`config.mk`:
```
export PLATFORM = sky130hd
export DESIGN_NAME = mac_pe_db_flat
export DESIGN_NICKNAME = d
export VERILOG_FILES = /design/src/rtl/mha_pe_pkg.sv /design/src/rtl/mac_pe_db_if.sv /design/src/rtl/mac_pe_db_sat_adder.sv /design/src/rtl/mac_pe_db.sv /design/src/flat_wrapper.sv
export SDC_FILE = /design/constraint.sdc
export NUM_CORES = 1
export LEC_CHECK = 0
export CAP_MARGIN = 10
export CORE_UTILIZATION = 35
export DETAILED_ROUTE_END_ITERATION = 8
export PLACE_DENSITY = 0.61
export RECOVER_POWER = 25
export SLEW_MARGIN = 15
export SYNTH_ARGS = -nofsm -noshare
export SYNTH_HDL_FRONTEND = slang
export SYNTH_SLANG_ARGS = --single-unit
```
`constraint.sdc`:
```
create_clock -name clk -period 9.7 [get_ports clk]
set_clock_uncertainty 0.05 [all_clocks]
set_input_delay 1.94 -clock clk [delete_from_list [all_inputs] [get_ports clk]]
set_output_delay 1.94 -clock clk [all_outputs]
set_load 0.005 [all_outputs]
```
`src/rtl/mha_pe_pkg.sv`:
```
// Shared defaults, accumulator sizing and saturation limits for the MHA
// matrix-engine processing elements.
package mha_pe_pkg;

  localparam int unsigned DEF_BIT_WIDTH = 8;
  localparam int unsigned DEF_DEPTH     = 4;

  // Limits are produced at this fixed width and truncated by the caller.
  localparam int unsigned LIMIT_W = 64;

  // Partial-sum width: full product plus growth for DEPTH-1 additions.
  function automatic int unsigned acc_width(input int unsigned bw,
                                            input int unsigned depth);
    return 2 * bw + depth - 1;
  endfunction

  function automatic logic [LIMIT_W-1:0] smax(input int unsigned w);
    return (LIMIT_W'(1) << (w - 1)) - LIMIT_W'(1);
  endfunction

  // Bit pattern 100..0 once truncated to w bits.
  function automatic logic [LIMIT_W-1:0] smin(input int unsigned w);
    return LIMIT_W'(1) << (w - 1);
  endfunction

  function automatic logic [LIMIT_W-1:0] umax(input int unsigned w);
    if (w >= LIMIT_W) return '1;
    return (LIMIT_W'(1) << w) - LIMIT_W'(1);
  endfunction

  function automatic logic [LIMIT_W-1:0] umin(input int unsigned w);
    if (w == 0) return '0;
    return '0;
  endfunction

endpackage

```
`src/rtl/mac_pe_db_if.sv`:
```
// Per-PE link bundle: weight chain, data/valid/swap skew chain and
// partial-sum chain, plus the mode input and sticky overflow flag.
interface mac_pe_db_if
  import mha_pe_pkg::*;
#(
  parameter int unsigned BIT_WIDTH = DEF_BIT_WIDTH,
  parameter int unsigned ACC_WIDTH = acc_width(DEF_BIT_WIDTH, DEF_DEPTH)
);
  logic                 is_signed;
  logic                 w_load;
  logic [BIT_WIDTH-1:0] w_in;
  logic [BIT_WIDTH-1:0] w_out;
  logic [BIT_WIDTH-1:0] data_in;
  logic                 data_valid_in;
  logic                 swap_in;
  logic [BIT_WIDTH-1:0] data_out;
  logic                 data_valid_out;
  logic                 swap_out;
  logic [ACC_WIDTH-1:0] acc_in;
  logic [ACC_WIDTH-1:0] acc_out;
  logic                 ovf;

  modport master (
    output is_signed, w_load, w_in, data_in, data_valid_in, swap_in, acc_in,
    input  w_out, data_out, data_valid_out, swap_out, acc_out, ovf
  );

  modport slave (
    input  is_signed, w_load, w_in, data_in, data_valid_in, swap_in, acc_in,
    output w_out, data_out, data_valid_out, swap_out, acc_out, ovf
  );
endinterface

```
`src/rtl/mac_pe_db_sat_adder.sv`:
```
// Extend-and-add of partial sum and product with overflow detection and
// optional clamp to the representable range of the accumulator.
module sat_adder
  import mha_pe_pkg::*;
#(
  parameter int unsigned P_WIDTH   = 2 * DEF_BIT_WIDTH,
  parameter int unsigned ACC_WIDTH = acc_width(DEF_BIT_WIDTH, DEF_DEPTH),
  parameter int unsigned SATURATE  = 1
) (
  input  logic                 is_signed,
  input  logic [ACC_WIDTH-1:0] a,
  input  logic [P_WIDTH-1:0]   b,
  output logic [ACC_WIDTH-1:0] sum,
  output logic                 ovf
);
  localparam logic [ACC_WIDTH-1:0] S_MAX = ACC_WIDTH'(smax(ACC_WIDTH));
  localparam logic [ACC_WIDTH-1:0] S_MIN = ACC_WIDTH'(smin(ACC_WIDTH));
  localparam logic [ACC_WIDTH-1:0] U_MAX = ACC_WIDTH'(umax(ACC_WIDTH));

  logic [ACC_WIDTH:0] a_x;
  logic [ACC_WIDTH:0] b_x;
  logic [ACC_WIDTH:0] s;

  // One guard bit above the accumulator exposes signed overflow / unsigned carry.
  always_comb begin
    a_x = {is_signed & a[ACC_WIDTH-1], a};
    b_x = {{(ACC_WIDTH + 1 - P_WIDTH){is_signed & b[P_WIDTH-1]}}, b};
    s   = a_x + b_x;
    ovf = is_signed ? (s[ACC_WIDTH] ^ s[ACC_WIDTH-1]) : s[ACC_WIDTH];
    sum = s[ACC_WIDTH-1:0];
    if ((SATURATE != 0) && ovf) begin
      if (is_signed) sum = s[ACC_WIDTH] ? S_MIN : S_MAX;
      else           sum = U_MAX;
    end
  end
endmodule

```
`src/rtl/mac_pe_db.sv`:
```
// Weight-stationary systolic PE with shadow/active weight double buffer,
// runtime signed mode, swap token travelling with the data skew and a
// sticky overflow flag cleared at each new tile.
module mac_pe_db
  import mha_pe_pkg::*;
#(
  parameter int unsigned BIT_WIDTH = DEF_BIT_WIDTH,
  parameter int unsigned DEPTH     = DEF_DEPTH,
  parameter int unsigned ACC_WIDTH = acc_width(BIT_WIDTH, DEPTH),
  parameter int unsigned SATURATE  = 1
) (
  input logic        clk,
  input logic        reset,
  mac_pe_db_if.slave pe
);
  logic [BIT_WIDTH-1:0]   shadow_w_q, shadow_w_d;
  logic [BIT_WIDTH-1:0]   active_w_q, active_w_d;
  logic [BIT_WIDTH-1:0]   data_q, data_d;
  logic                   valid_q, valid_d;
  logic                   swap_q, swap_d;
  logic [ACC_WIDTH-1:0]   acc_q, acc_d;
  logic                   ovf_q, ovf_d;

  logic [2*BIT_WIDTH-1:0] w_x, d_x, product;
  logic [ACC_WIDTH-1:0]   sum;
  logic                   add_ovf;

  // Product of the active weight and the registered datum; bubbles give 0.
  // Only the low 2*BIT_WIDTH bits are kept, so extending each operand to that
  // width is enough for an exact signed or unsigned product.
  always_comb begin
    w_x     = {{BIT_WIDTH{pe.is_signed & active_w_q[BIT_WIDTH-1]}}, active_w_q};
    d_x     = {{BIT_WIDTH{pe.is_signed & data_q[BIT_WIDTH-1]}}, data_q};
    product = valid_q ? (w_x * d_x) : '0;
  end

  sat_adder #(
    .P_WIDTH  (2 * BIT_WIDTH),
    .ACC_WIDTH(ACC_WIDTH),
    .SATURATE (SATURATE)
  ) u_sat_adder (
    .is_signed(pe.is_signed),
    .a        (pe.acc_in),
    .b        (product),
    .sum      (sum),
    .ovf      (add_ovf)
  );

  // Next state: shadow chain shift, swap into active, data skew stage, accumulate.
  always_comb begin
    shadow_w_d = shadow_w_q;
    if (pe.w_load) shadow_w_d = pe.w_in;
    active_w_d = active_w_q;
    if (pe.swap_in) active_w_d = shadow_w_q;
    data_d  = pe.data_in;
    valid_d = pe.data_valid_in;
    swap_d  = pe.swap_in;
    acc_d   = sum;
    // A new tile clears the flag, but an overflow on the same edge wins.
    ovf_d   = add_ovf | (ovf_q & ~pe.swap_in);
  end

  // State registers, cleared asynchronously.
  always_ff @(posedge clk or posedge reset) begin
    if (reset) begin
      shadow_w_q <= '0;
      active_w_q <= '0;
      data_q     <= '0;
      valid_q    <= 1'b0;
      swap_q     <= 1'b0;
      acc_q      <= '0;
      ovf_q      <= 1'b0;
    end else begin
      shadow_w_q <= shadow_w_d;
      active_w_q <= active_w_d;
      data_q     <= data_d;
      valid_q    <= valid_d;
      swap_q     <= swap_d;
      acc_q      <= acc_d;
      ovf_q      <= ovf_d;
    end
  end

  assign pe.w_out          = shadow_w_q;
  assign pe.data_out       = data_q;
  assign pe.data_valid_out = valid_q;
  assign pe.swap_out       = swap_q;
  assign pe.acc_out        = acc_q;
  assign pe.ovf            = ovf_q;
endmodule

```
`src/flat_wrapper.sv`:
```
// flat-port wrapper written by rule: the top's interface ports become plain ports
module mac_pe_db_flat import mha_pe_pkg::*;
#(
  parameter int unsigned BIT_WIDTH = DEF_BIT_WIDTH,
  parameter int unsigned DEPTH     = DEF_DEPTH,
  parameter int unsigned ACC_WIDTH = acc_width(BIT_WIDTH, DEPTH),
  parameter int unsigned SATURATE  = 1
)
  (clk, reset, pe_is_signed, pe_w_load, pe_w_in, pe_data_in, pe_data_valid_in, pe_swap_in, pe_acc_in, pe_w_out, pe_data_out, pe_data_valid_out, pe_swap_out, pe_acc_out, pe_ovf);
  mac_pe_db_if #(.BIT_WIDTH(BIT_WIDTH), .ACC_WIDTH(ACC_WIDTH)) pe_i ();
  input logic clk;
  input logic reset;
  input wire logic [$bits(pe_i.is_signed)-1:0] pe_is_signed;
  input wire logic [$bits(pe_i.w_load)-1:0] pe_w_load;
  input wire logic [$bits(pe_i.w_in)-1:0] pe_w_in;
  input wire logic [$bits(pe_i.data_in)-1:0] pe_data_in;
  input wire logic [$bits(pe_i.data_valid_in)-1:0] pe_data_valid_in;
  input wire logic [$bits(pe_i.swap_in)-1:0] pe_swap_in;
  input wire logic [$bits(pe_i.acc_in)-1:0] pe_acc_in;
  output wire logic [$bits(pe_i.w_out)-1:0] pe_w_out;
  output wire logic [$bits(pe_i.data_out)-1:0] pe_data_out;
  output wire logic [$bits(pe_i.data_valid_out)-1:0] pe_data_valid_out;
  output wire logic [$bits(pe_i.swap_out)-1:0] pe_swap_out;
  output wire logic [$bits(pe_i.acc_out)-1:0] pe_acc_out;
  output wire logic [$bits(pe_i.ovf)-1:0] pe_ovf;
  assign pe_i.is_signed = pe_is_signed;
  assign pe_i.w_load = pe_w_load;
  assign pe_i.w_in = pe_w_in;
  assign pe_i.data_in = pe_data_in;
  assign pe_i.data_valid_in = pe_data_valid_in;
  assign pe_i.swap_in = pe_swap_in;
  assign pe_i.acc_in = pe_acc_in;
  assign pe_w_out = pe_i.w_out;
  assign pe_data_out = pe_i.data_out;
  assign pe_data_valid_out = pe_i.data_valid_out;
  assign pe_swap_out = pe_i.swap_out;
  assign pe_acc_out = pe_i.acc_out;
  assign pe_ovf = pe_i.ovf;
  mac_pe_db #(.BIT_WIDTH(BIT_WIDTH), .DEPTH(DEPTH), .ACC_WIDTH(ACC_WIDTH), .SATURATE(SATURATE)) u_core (.clk(clk), .reset(reset), .pe(pe_i));
endmodule
```
Word-level counts from Yosys, hierarchy flattened
Cells that the tools add are included.

word-level totals
  ROM bits = 0
  memories = 0
  output and inout bits = 38
  bits of input ports = 41
  bits in writable memories = 0
  latch bits = 0
  register bits after elaboration = 46

operators by class
  bitwise gates (word level) = 8
  $add $sub $neg = 1
  reductions and logical operators = 0
  muxes and demuxes = 5
  shifts and indexed selects = 0
  div/mod/pow operators = 0
  magnitude comparators = 0
  multiply operators = 1
  equality and inequality tests = 0

operators by type and width
  operator        count
  $mux 19         3
  $add 20x20->20  1
  $mul 9x9->16    1
  $mux 16         1
  $and 1x1->1     5
  $mux 1          1
  $not 1->1       1
  $or 1x1->1      1
  $xor 1x1->1     1

Depth between registers and ports, before layout
  word-level depth = 8
  mapped depth = 31

Hierarchy
A second synthesis with hierarchy kept.

second synthesis, totals
  cell total of the unflattened synthesis = 564
  area total of the unflattened synthesis = 5,554.1 um^2

modules (own cells, without submodules)
  module     cells an instance  instances  area each (um^2)
  mac_pe_db  386                1          4,192.8
  sat_adder  178                1          1,361.3

Least setup slack after synthesis
No wires, ideal clock.

  path type = input port to flip-flop
  start = input port pe_is_signed
  end = register u_core.acc_q[11], in the netlist u_core.pe.acc_out[11]
  slack = 0.742 ns
  cell stages on the path = 30
  buffers on the path = 3
  data arrival time = 8.779 ns
  cells stage by stage = clkbuf_1 > nand2_1 > or2_2 > fa_1 > fa_1 > inv_1 > fa_1 > fa_1 > inv_1 > fa_1 > inv_1 > ha_1 > o21a_1 > o31a_1 > o22ai_1 > inv_1 > a21oi_1 > xor2_1 > nor2_1 > ha_1 > a21o_1 > a21o_1 > a2111oi_0 > and3_1 > o21ba_1 > buf_4 > o21ai_1 > mux2i_2 > buf_6 > o211ai_2

between the ends
  cells in the longest elaborated chain, start to end = 8
  elaborated cells on any way between the ends = 12
  those cells by class = add/sub (1); mul (1); mux (5); bitwise (5)

RTL lines
  item                                           line                                                  RTL
  start: declaration                             flat_wrapper.sv:13                                    input wire logic [$bits(pe_i.is_signed)-1:0] pe_is_signed;
  $and 1x1->1, on equally long branches          mac_pe_db.sv:32, mac_pe_db.sv:33
  $mul 9x9->16                                   mac_pe_db.sv:34                                       product = valid_q ? (w_x * d_x) : '0;
  $mux 16                                        mac_pe_db.sv:34
  $and 1x1->1                                    mac_pe_db_sat_adder.sv:27                             b_x = {{(ACC_WIDTH + 1 - P_WIDTH){is_signed & b[P_WIDTH-1]}}, b};
  $add 20x20->20                                 mac_pe_db_sat_adder.sv:28                             s = a_x + b_x;
  $mux 19 / $xor 1x1->1 (equally long branches)  mac_pe_db_sat_adder.sv:32, mac_pe_db_sat_adder.sv:29
  $mux 19 / $mux 1 (equally long branches)       mac_pe_db_sat_adder.sv:32, mac_pe_db_sat_adder.sv:29
  $mux 19 *                                      mac_pe_db_sat_adder.sv:31                             if ((SATURATE != 0) && ovf) begin
  net u_core.acc_d[11]                           mac_pe_db.sv:21                                       logic [ACC_WIDTH-1:0] acc_q, acc_d;
  end signal: assignment                         mac_pe_db.sv:71                                       acc_q <= '0;
  end signal: assignment                         mac_pe_db.sv:79                                       acc_q <= acc_d;
  end: declaration                               mac_pe_db.sv:21

The timed path passes the listed nets; every way through them passes the cells marked *.
A chain may end at the register's enable or synchronous reset.

Final worst setup path
  start = input port pe_is_signed
  end = register u_core.acc_q[4], in the netlist u_core.pe.acc_out[4]

Same word-level chain as after synthesis.

==> reports/qor.csv <==
metric,value,unit
outcome,"complete, but fails checks",
violated checks,"capacitance limit, slew limit",
top_reg_cell synth,dfrtp_1,
Die X,130,µm
Final min period,9.28,ns
TritonCTS sink count,46,
cell mode on critical path,fa_1,
synthesized net count,751,
"Slew Viols, Final",47,
measured slew at the worst slew-check pin,1.77,ns
"slowest stage delay, CP",0.56,ns
die area,16900,µm²
Area Overhead vs Synth,20.3,%
Starting DRT DRC Count,202,
final net count,824,
Compound-Gate Fraction of Synth Area,0.156,
vias in the first global route,4745,
initial antenna violation count,0,
worst-path maximum fanout,8,
Vias/cell,5.09,
dpl hpwl,11700,µm
Final setup viols,0,
Inserted Diodes,0,
leading post-synthesis cells by cell area,"fa_1 (22%), dfrtp_1 (20%), ha_1 (11%), inv_1 (5.7%), and2_1 (4.6%)",
r2r startpoint,u_core.pe.data_out[7],
die height,130,µm
worst rel slew slack,-0.181,
flop2flop setup slack,1.98,ns
"EDFF count, synth",0,
Clock Path Buffers,2,
H-tree Lvls,2,
mux share of post-synthesis cell area,0.0389,
Post-synth ARST share,1.00,
Inserted Clock Buffers,5,
Setup WS post-layout,0.416,ns
IO buf count,78,
worst hold stages,1,
synthesized flop and latch total,46,
fmax,108,MHz
RSZ-0062 raised after global routing,no,
drt wl/cell,16.4,µm
first-pass GRT wire length,23500,µm
Yosys cell types,69,
root buf cell,clkbuf_16,
Slowest cell on crit path,fa_1,
"commonest non-fill, non-tap cell in the layout",inv_1,
Yosys top cell area share,0.223,
Final Core Density,0.434,
Required @ worst endpoint,9.83,ns
clk_lat worst skew,0.30,ns
Synth area leader,fa_1,
"Period Utilization, post-route",0.957,
Synth Instances,594,
largest family of logic cells by synthesized area,adder cells,
row count,46,
XOR/XNOR share of the synthesized area,0.0433,
MaxCap Viol Count,1,
gr usage total,0.179,
RePlAce Congestion,0.872,
gr ovfl total,0,
sequential element share of the synthesized area,0.200,
Pre-antenna DRT Iters,4,
Hold EP,u_core.pe.w_out[3],
CORE AREA,15900,µm²
CP Capture Type,flip-flop,
Starting Density,0.361,
"commonest non-fill, non-tap cells in the layout","inv_1 (88), clkdlybuf4s50_1 (66), fa_1 (64), ha_1 (52), nand2_1 (48)",
final hold violations,0,
antenna-violating nets left,0,
io pins,79,
Via Count,4503,
pre-CTS WS,-0.0113,ns
min-delay src,u_core.pe.w_out[3],
CP Launch Type,primary input,
adder-cell area share of the yosys netlist,0.336,
ratio of cells with drive above 1 in the final layout,0.103,
"Reg clk slew, reported paths",0.07,ns
largest net degree at the start of global routing,47,
Yosys warning total,0,
TritonCTS clock tree,built,
worst flop-to-flop path endpoint,u_core.pe.acc_out[4],
drt total wl,14500,µm
endpoint arrival time on the critical path,9.42,ns
Post-Synth Simple-Gate Area,0.139,
synthesized area per cell,9.68,µm²
CP Class,in -> reg,
setup TNS,0,ns
DRC,0,
Hold Crit Class,reg -> reg,
Register-to-Register Path Depth,27,
Synth Cell Area,5750,µm²
repair_timing:
item | in CTS | in global routing
endpoints found under the setup margin | 0 | 20
resized for setup | 0 | 10
buffers inserted | 0 | 3
hold buffers | 0 | 0
per-stage QoR:
stage	hold slack [ns]	std cells	cell area, µm²
global route	0.507	884	6920
floorplan	0.472	594	5750
detailed placement	0.475	873	6700
CTS	0.490	881	6850
global placement	0.475	873	6700
finish	0.485	884	6920
synthesized netlist by cell type, drive strengths merged (5+ instances only):
cell	instances
o21ai	20
xor2	12
nand2b	5
a311oi	5
mux2	16
clkbuf	14
ha	52
a211oi	7
inv	88
a21oi	26
nand2	49
xnor2	13
nand3	6
a21o	9
fa	64
buf	6
o21bai	6
nor2	23
a31oi	6
o211ai	16
o21a	7
dfrtp	46
nor3	5
and2	43
logic make-up after synthesis:
logic type                 Yosys count
AOI/OAI and AO/OA                  121
xor gates and xnor gates            26
adders and majority gates          116
buffers and inverters              111
DFF                                 46
muxes                               20
and+or+nand+nor                    154
state kept, by name (all words and copies together) (netlist names):
register,cells
u_core.pe.acc_out,19
u_core.pe.ovf,1
u_core.pe.data_out,8
u_core.pe.w_out,8
u_core.pe.swap_out,1
u_core.active_w_q,8
u_core.pe.data_valid_out,1
worst max path at each step:
stage                            start                    end  slack (ns)  cells past startpoint
after floorplan           pe_is_signed  u_core.pe.acc_out[11]        0.74                     30
after global placement    pe_is_signed  u_core.pe.acc_out[10]        0.08                     28
after detailed placement  pe_is_signed   u_core.pe.acc_out[2]       -0.01                     28
after CTS                 pe_is_signed   u_core.pe.acc_out[2]        0.26                     28
after global routing      pe_is_signed   u_core.pe.acc_out[3]       0.001                     29
final                     pe_is_signed   u_core.pe.acc_out[4]        0.42                     28
routing by layer:
metal  vias to the layer above  global-route usage  wire [µm]
li1                       2123                   -          -
met1                      2241               0.241       6480
met2                       122               0.302       7190
met3                        17              0.0152        565
met4                         0              0.0622        248
met5                         -                   0          0
layout make-up:
cell class	instances	area [µm²]
Clock buffer	5	125
Tap cell	216	270
Timing Repair Buffer	87	861
Clock inverter	3	25.0
Inverter	90	352
Sequential cell	46	1150
Fill cell	1535	9030
Multi-Input combinational cell	437	4130
critical path: cells and delay by family:
kind	cells	cell delay, ns
adder cells (fa/ha/maj)	7	3.24
XOR/XNOR	1	0.17
AO/OA/AOI/OAI	10	2.36
AND/OR/NAND/NOR	5	0.89
buffers and inverters	5	0.79
Power is not shown: default switching activity piles up to over one toggle a cycle in this logic, so the estimate is an artifact.
